File: src/rtl/countdown_timer_ndig_pkg.sv
// Shared widths, state encoding and BCD helpers for the N-digit countdown timer.
package countdown_timer_ndig_pkg;

    localparam int BCD_BIT_WIDTH       = 4;
    localparam int TMR_STATE_BIT_WIDTH = 2;
    localparam logic [BCD_BIT_WIDTH-1:0] BCD_NINE = 4'd9;

    typedef enum logic [TMR_STATE_BIT_WIDTH-1:0] {
        TMR_IDLE  = 2'd0,
        TMR_RUN   = 2'd1,
        TMR_PAUSE = 2'd2,
        TMR_DONE  = 2'd3
    } tmr_state_t;

    function automatic logic [BCD_BIT_WIDTH-1:0] bcd_clamp(input logic [BCD_BIT_WIDTH-1:0] v);
        return (v > BCD_NINE) ? BCD_NINE : v;
    endfunction

endpackage

File: src/rtl/countdown_timer_ndig_bcd_digit_down.sv
// One BCD down-counting digit with clamped parallel load.
// borrow_out flags a zero digit; the top chains it so a decrement ripples upward.
module bcd_digit_down
    import countdown_timer_ndig_pkg::*;
(
    input  logic                     clk,
    input  logic                     rst,
    input  logic                     load,
    input  logic [BCD_BIT_WIDTH-1:0] load_val,
    input  logic                     dec_in,
    output logic [BCD_BIT_WIDTH-1:0] digit,
    output logic                     borrow_out
);

    assign borrow_out = (digit == '0);

    always_ff @(posedge clk or negedge rst) begin
        if (!rst) begin
            digit <= '0;
        end else if (load) begin
            digit <= bcd_clamp(load_val);
        end else if (dec_in) begin
            digit <= borrow_out ? BCD_NINE : digit - 4'd1;
        end
    end

endmodule

File: src/rtl/countdown_timer_ndig.sv
// N-digit BCD countdown timer: tick prescaler, preset load, start/pause control
// and a flashing alarm bus.
//
// state     | meaning
// ----------+-----------------------------------------------------------
// TMR_IDLE  | stopped, prescaler held at 0, waiting for start
// TMR_RUN   | prescaler counting, count decrements on each tick
// TMR_PAUSE | prescaler and count frozen, sub-tick phase preserved
// TMR_DONE  | count reached 0, led toggles on every tick until acknowledged
module countdown_timer_ndig
    import countdown_timer_ndig_pkg::*;
#(
    parameter int NDIG     = 4,
    parameter int TICK_DIV = 100_000_000,
    parameter int LED_W    = 16
) (
    input  logic                          clk,
    input  logic                          rst,
    input  logic                          start_stop,
    input  logic                          load,
    input  logic [BCD_BIT_WIDTH*NDIG-1:0] preset_bcd,
    output logic [BCD_BIT_WIDTH*NDIG-1:0] bcd_out,
    output logic                          running,
    output logic                          expired,
    output logic [LED_W-1:0]              led
);

    localparam int PW = $clog2(TICK_DIV);
    localparam int CW = BCD_BIT_WIDTH * NDIG;

    tmr_state_t      state;
    logic [PW-1:0]   presc;
    logic [PW-1:0]   presc_next;
    logic            tick;
    logic            count_zero;
    logic            count_one;
    logic [NDIG-1:0] dec_chain;
    logic [NDIG-1:0] borrow;

    assign tick       = ((state == TMR_RUN) || (state == TMR_DONE)) && (presc == PW'(TICK_DIV - 1));
    assign presc_next = tick ? '0 : presc + PW'(1);
    assign count_zero = &borrow;
    assign count_one  = (bcd_out == CW'(1));

    // Decrement enable ripples up through every digit that is currently zero.
    assign dec_chain[0] = tick && (state == TMR_RUN);

    genvar k;
    generate
        for (k = 0; k < NDIG; k++) begin : g_digit
            if (k > 0) begin : g_chain
                assign dec_chain[k] = dec_chain[k-1] & borrow[k-1];
            end
            bcd_digit_down u_digit (
                .clk       (clk),
                .rst       (rst),
                .load      (load),
                .load_val  (preset_bcd[k*BCD_BIT_WIDTH +: BCD_BIT_WIDTH]),
                .dec_in    (dec_chain[k]),
                .digit     (bcd_out[k*BCD_BIT_WIDTH +: BCD_BIT_WIDTH]),
                .borrow_out(borrow[k])
            );
        end
    endgenerate

    always_ff @(posedge clk or negedge rst) begin
        if (!rst) begin
            state   <= TMR_IDLE;
            presc   <= '0;
            led     <= '0;
            running <= 1'b0;
            expired <= 1'b0;
        end else if (load) begin
            state   <= TMR_IDLE;
            presc   <= '0;
            led     <= '0;
            running <= 1'b0;
            expired <= 1'b0;
        end else begin
            case (state)
                TMR_IDLE: begin
                    presc <= '0;
                    if (start_stop && !count_zero) begin
                        state   <= TMR_RUN;
                        running <= 1'b1;
                    end
                end
                TMR_RUN: begin
                    presc <= presc_next;
                    // Reaching zero takes precedence over a same-cycle pause request.
                    if (tick && count_one) begin
                        state   <= TMR_DONE;
                        running <= 1'b0;
                        expired <= 1'b1;
                        led     <= '1;
                    end else if (start_stop) begin
                        state   <= TMR_PAUSE;
                        running <= 1'b0;
                    end
                end
                TMR_PAUSE: begin
                    if (start_stop) begin
                        state   <= TMR_RUN;
                        running <= 1'b1;
                    end
                end
                TMR_DONE: begin
                    if (start_stop) begin
                        state   <= TMR_IDLE;
                        expired <= 1'b0;
                        led     <= '0;
                        presc   <= '0;
                    end else begin
                        presc <= presc_next;
                        if (tick) begin
                            led <= ~led;
                        end
                    end
                end
                default: begin
                    state <= TMR_IDLE;
                end
            endcase
        end
    end

endmodule

File: config.mk
export PLATFORM = sky130hd
export DESIGN_NAME = countdown_timer_ndig
export DESIGN_NICKNAME = d
export VERILOG_FILES = /design/src/rtl/countdown_timer_ndig_pkg.sv /design/src/rtl/countdown_timer_ndig_bcd_digit_down.sv /design/src/rtl/countdown_timer_ndig.sv
export SDC_FILE = /design/constraint.sdc
export NUM_CORES = 1
export LEC_CHECK = 0
export BUFFER_PORTS_ARGS = -buffer_cell sky130_fd_sc_hd__buf_4
export CORE_MARGIN = 2
export CORE_UTILIZATION = 41
export CTS_CLUSTER_SIZE = 24
export DETAILED_ROUTE_END_ITERATION = 8
export SLEW_MARGIN = 0
export SYNTH_ARGS = -nofsm -noshare
export SYNTH_HDL_FRONTEND = slang
export SYNTH_SLANG_ARGS = --single-unit
File: constraint.sdc
create_clock -name clk -period 3.5 [get_ports clk]
set_input_delay 0.35 -clock clk [delete_from_list [all_inputs] [get_ports clk]]
set_output_delay 0.35 -clock clk [all_outputs]
set_load 0.01 [all_outputs]
==> results.sh <==
export IMPL_wl_mm=9.074
export IMPL_rsz0062_at_grt="no"
export IMPL_clock_skew_ps=10.27
export IMPL_finalNonFillerCells=577
export IMPL_cp_start_kind="register"
export IMPL_grt_total_usage_pct=19.03
export IMPL_cts_tree="built"
export IMPL_nets=489
export IMPL_p_leak_uw=0.001795
export IMPL_drv_slew=0
export IMPL_grt_overflow_total=0
export IMPL_hp_class="input pin to asynchronous set/reset pin"
export IMPL_yosys_top_cells_area="dfrtp_1 41%, nor2_1 4.8%, xnor2_1 3.9%"
export IMPL_synth_fp_nets=444
export IMPL_fillers=890
export IMPL_cts_buffer_depth=2
export IMPL_dr_first_iter_drc_count=154
export IMPL_setup_viol_count_final=0
export IMPL_critical_path_startpoint="state[1]$_DFFE_PN0P_"
export IMPL_syn_to_final_growth_pct=15.95
export IMPL_synth_cell_area_sq_mm=0.003836
export IMPL_rr_startpoint="state[1]$_DFFE_PN0P_"
export IMPL_peakVddDrop_v=0.0001908
export IMPL_fin_util_pct=48.60
export IMPL_dr_pass1_iters=5
export IMPL_cts_hold_buf=0
export IMPL_synth_top_area_share_pct=41.10
export IMPL_core_sq_mm=0.009153
export IMPL_powerDensity_mw_per_mm2=400.4
export IMPL_min_period_ps=2700
export IMPL_cts_root_buf="clkbuf_8"
export IMPL_hold_viol=0
export IMPL_grt_pass1_vias=3094
export IMPL_synthCells=418
export IMPL_tns_ps=0
export IMPL_tightest_slew_ps=800.2
export IMPL_clock_fmax_mhz=370.4
export IMPL_portBuffers=53
export IMPL_die_h_um=100.7
export IMPL_drive_above_1_share_pct=19.53
export IMPL_ff2ff_path_depth=7
export IMPL_diodes=0
export IMPL_seq_area_sq_mm=0.001577
export IMPL_drc_errors=0
export IMPL_worst_setup_path_end_kind="register"
export IMPL_status="finished clean"
export IMPL_clk_transition_reported_paths_ps=70
export IMPL_antenna_found_initial=0
export IMPL_ant_nets=0
export IMPL_top_layer="met4"
export IMPL_synthTopCellsByCount="63 x dfrtp_1, 49 x nor2_1, 36 x nand2_1, 28 x o21ai_0, 19 x nor4_1"
export IMPL_wirelength_met1_mm=4.523
export IMPL_setup_ws_ps=800.1
export IMPL_cp_arrival_ps=2890
export IMPL_period_share_pct=77.14
export IMPL_relSlewSlack_pct=46.65
export IMPL_synth_most_common_cell="dfrtp_1"
export IMPL_gp_congestion=0.8499
export IMPL_row_count=35
export IMPL_synth_async_reset_ratio_pct=100.0
export IMPL_die_area_sq_mm=0.01015
export IMPL_num_vias=3264
export IMPL_synth_seq_area_share_pct=41.10
export IMPL_wl_met2_mm=4.211
export IMPL_route_met3_wl_um=269
export IMPL_place_inst=563
export IMPL_cts_made_buffers=9
export IMPL_cts_sinks=63
export IMPL_pre_cts_ws_ps=841.4
export IMPL_die_w_um=100.7
export IMPL_critPathKind="register to register"
export IMPL_ys_types=58
export IMPL_hpwl_mm=6.236
export IMPL_yosys_area_top_type="dfrtp_1"
export IMPL_synth_avg_cell_area_sq_um=9.177
export IMPL_cts_max_level=3
export IMPL_cts_resized=0
export IMPL_synth_warnings=0
export IMPL_required_ps=3690
export IMPL_grt_max_degree=64
export IMPL_post_cts_setup_buffers=0
export IMPL_grt_pass1_wl_mm=15.41
export IMPL_maxCapViolations=0
export IMPL_multi_input_area_sq_mm=0.002096
export IMPL_via_per_inst=5.657
export IMPL_synth_ff_type="dfrtp_1"
export IMPL_boundaryPins=54
export IMPL_synth_edff_count=0
export IMPL_critPathMaxFanout=14
export IMPL_ys_seq_elements=63
export IMPL_wl_per_cell_um=15.73
export IMPL_clk_latency_ps=340
export IMPL_start_util_pct=41.91
-- stage by stage --
stage	instance area, sq um	power [uW]	hold slack (ps)
CTS	4448	1803	132.4
global route	4448	1889	171.4
finish	4448	1781	108.1
floorplan	3836	1068	54.41
global placement	4284	1236	497.5
detailed placement	4284	1239	503.9
-- worst max-delay path, stage by stage (launching register included) --
cell     delay [ps]
dfrtp_1         430
inv_1           130
ha_1            480
or3b_2          340
nand4_1         300
nor4_2          580
a31o_2          230
a21oi_1          50
-- layout make-up --
class / instances / share of cell area (%)
Clock inverter: 1 / 0.1125
Inverter: 14 / 1.181
Clock buffer: 13 / 3.572
Timing Repair Buffer: 56 / 9.451
Sequential cell: 63 / 35.44
Multi-Input combinational cell: 319 / 47.12
Tap cell: 111 / 3.122
-- final timing paths --
path                                                            to  slack (ps)
setup / recovery                             presc[26]$_DFFE_PN0P_         800
hold reg to reg                                 led[3]$_DFFE_PN0P_         530
hold / removal                                state[0]$_DFFE_PN0P_         110
setup reg to reg                             presc[26]$_DFFE_PN0P_         800
min in group clk           g_digit[2].u_digit.digit[1]$_DFFE_PN0P_         210
max in group asynchronous                     presc[1]$_DFFE_PN0P_        2880
-- routing by layer --
layer | global-route usage, % | up-vias
met1 | 27.68 | 1590
met2 | 28.72 | 50
met4 | 5.585 | 0
li1 | - | 1618
met5 | 0 | -
met3 | 3.745 | 6
-- power by group --
group,total (uW),switching [uW],leakage (uW),internal (uW)
Sequential,855,69.5,0.000834,786
Clock,556,269,0.0000854,288
Combinational,370,198,0.000875,171
Total,1780,536,0.00179,1240
-- logic make-up after synthesis --
group	count (synthesis)	synth area share, %
AOI/OAI and AO/OA	81	14.32
DFF	63	41.10
xor gates and xnor gates	23	5.251
adders and majority gates	6	1.957
muxes	11	2.870
and+or+nand+nor	198	30.23
buffers and inverters	36	4.272
-- flip-flops by register name, indices dropped and copies added, names as in the netlist --
register / flops
g_digit.u_digit.digit: 16
led: 16
running: 1
state: 2
presc: 27
expired: 1
-- layout by cell type (no fill, tap or decap), types with 3 or more instances in the layout --
master / count
nand2_1: 36
or4_1: 3
nor4_1: 19
a21oi_1: 6
ha_1: 6
nand3_1: 14
nor4_2: 4
o21ai_1: 3
a31oi_1: 3
nor2_1: 49
and2_1: 4
and4_1: 6
buf_4: 56
or2_2: 4
inv_1: 14
nor2b_1: 8
xor2_1: 6
dfrtp_1: 63
mux2i_1: 11
o21ai_0: 28
xnor2_1: 17
nor3b_1: 4
nor3_1: 8
a22o_1: 14
or3_1: 6
nand4_1: 14
clkbuf_8: 11
o22ai_1: 5
o211ai_1: 3
(Power assumes the default switching activity.)
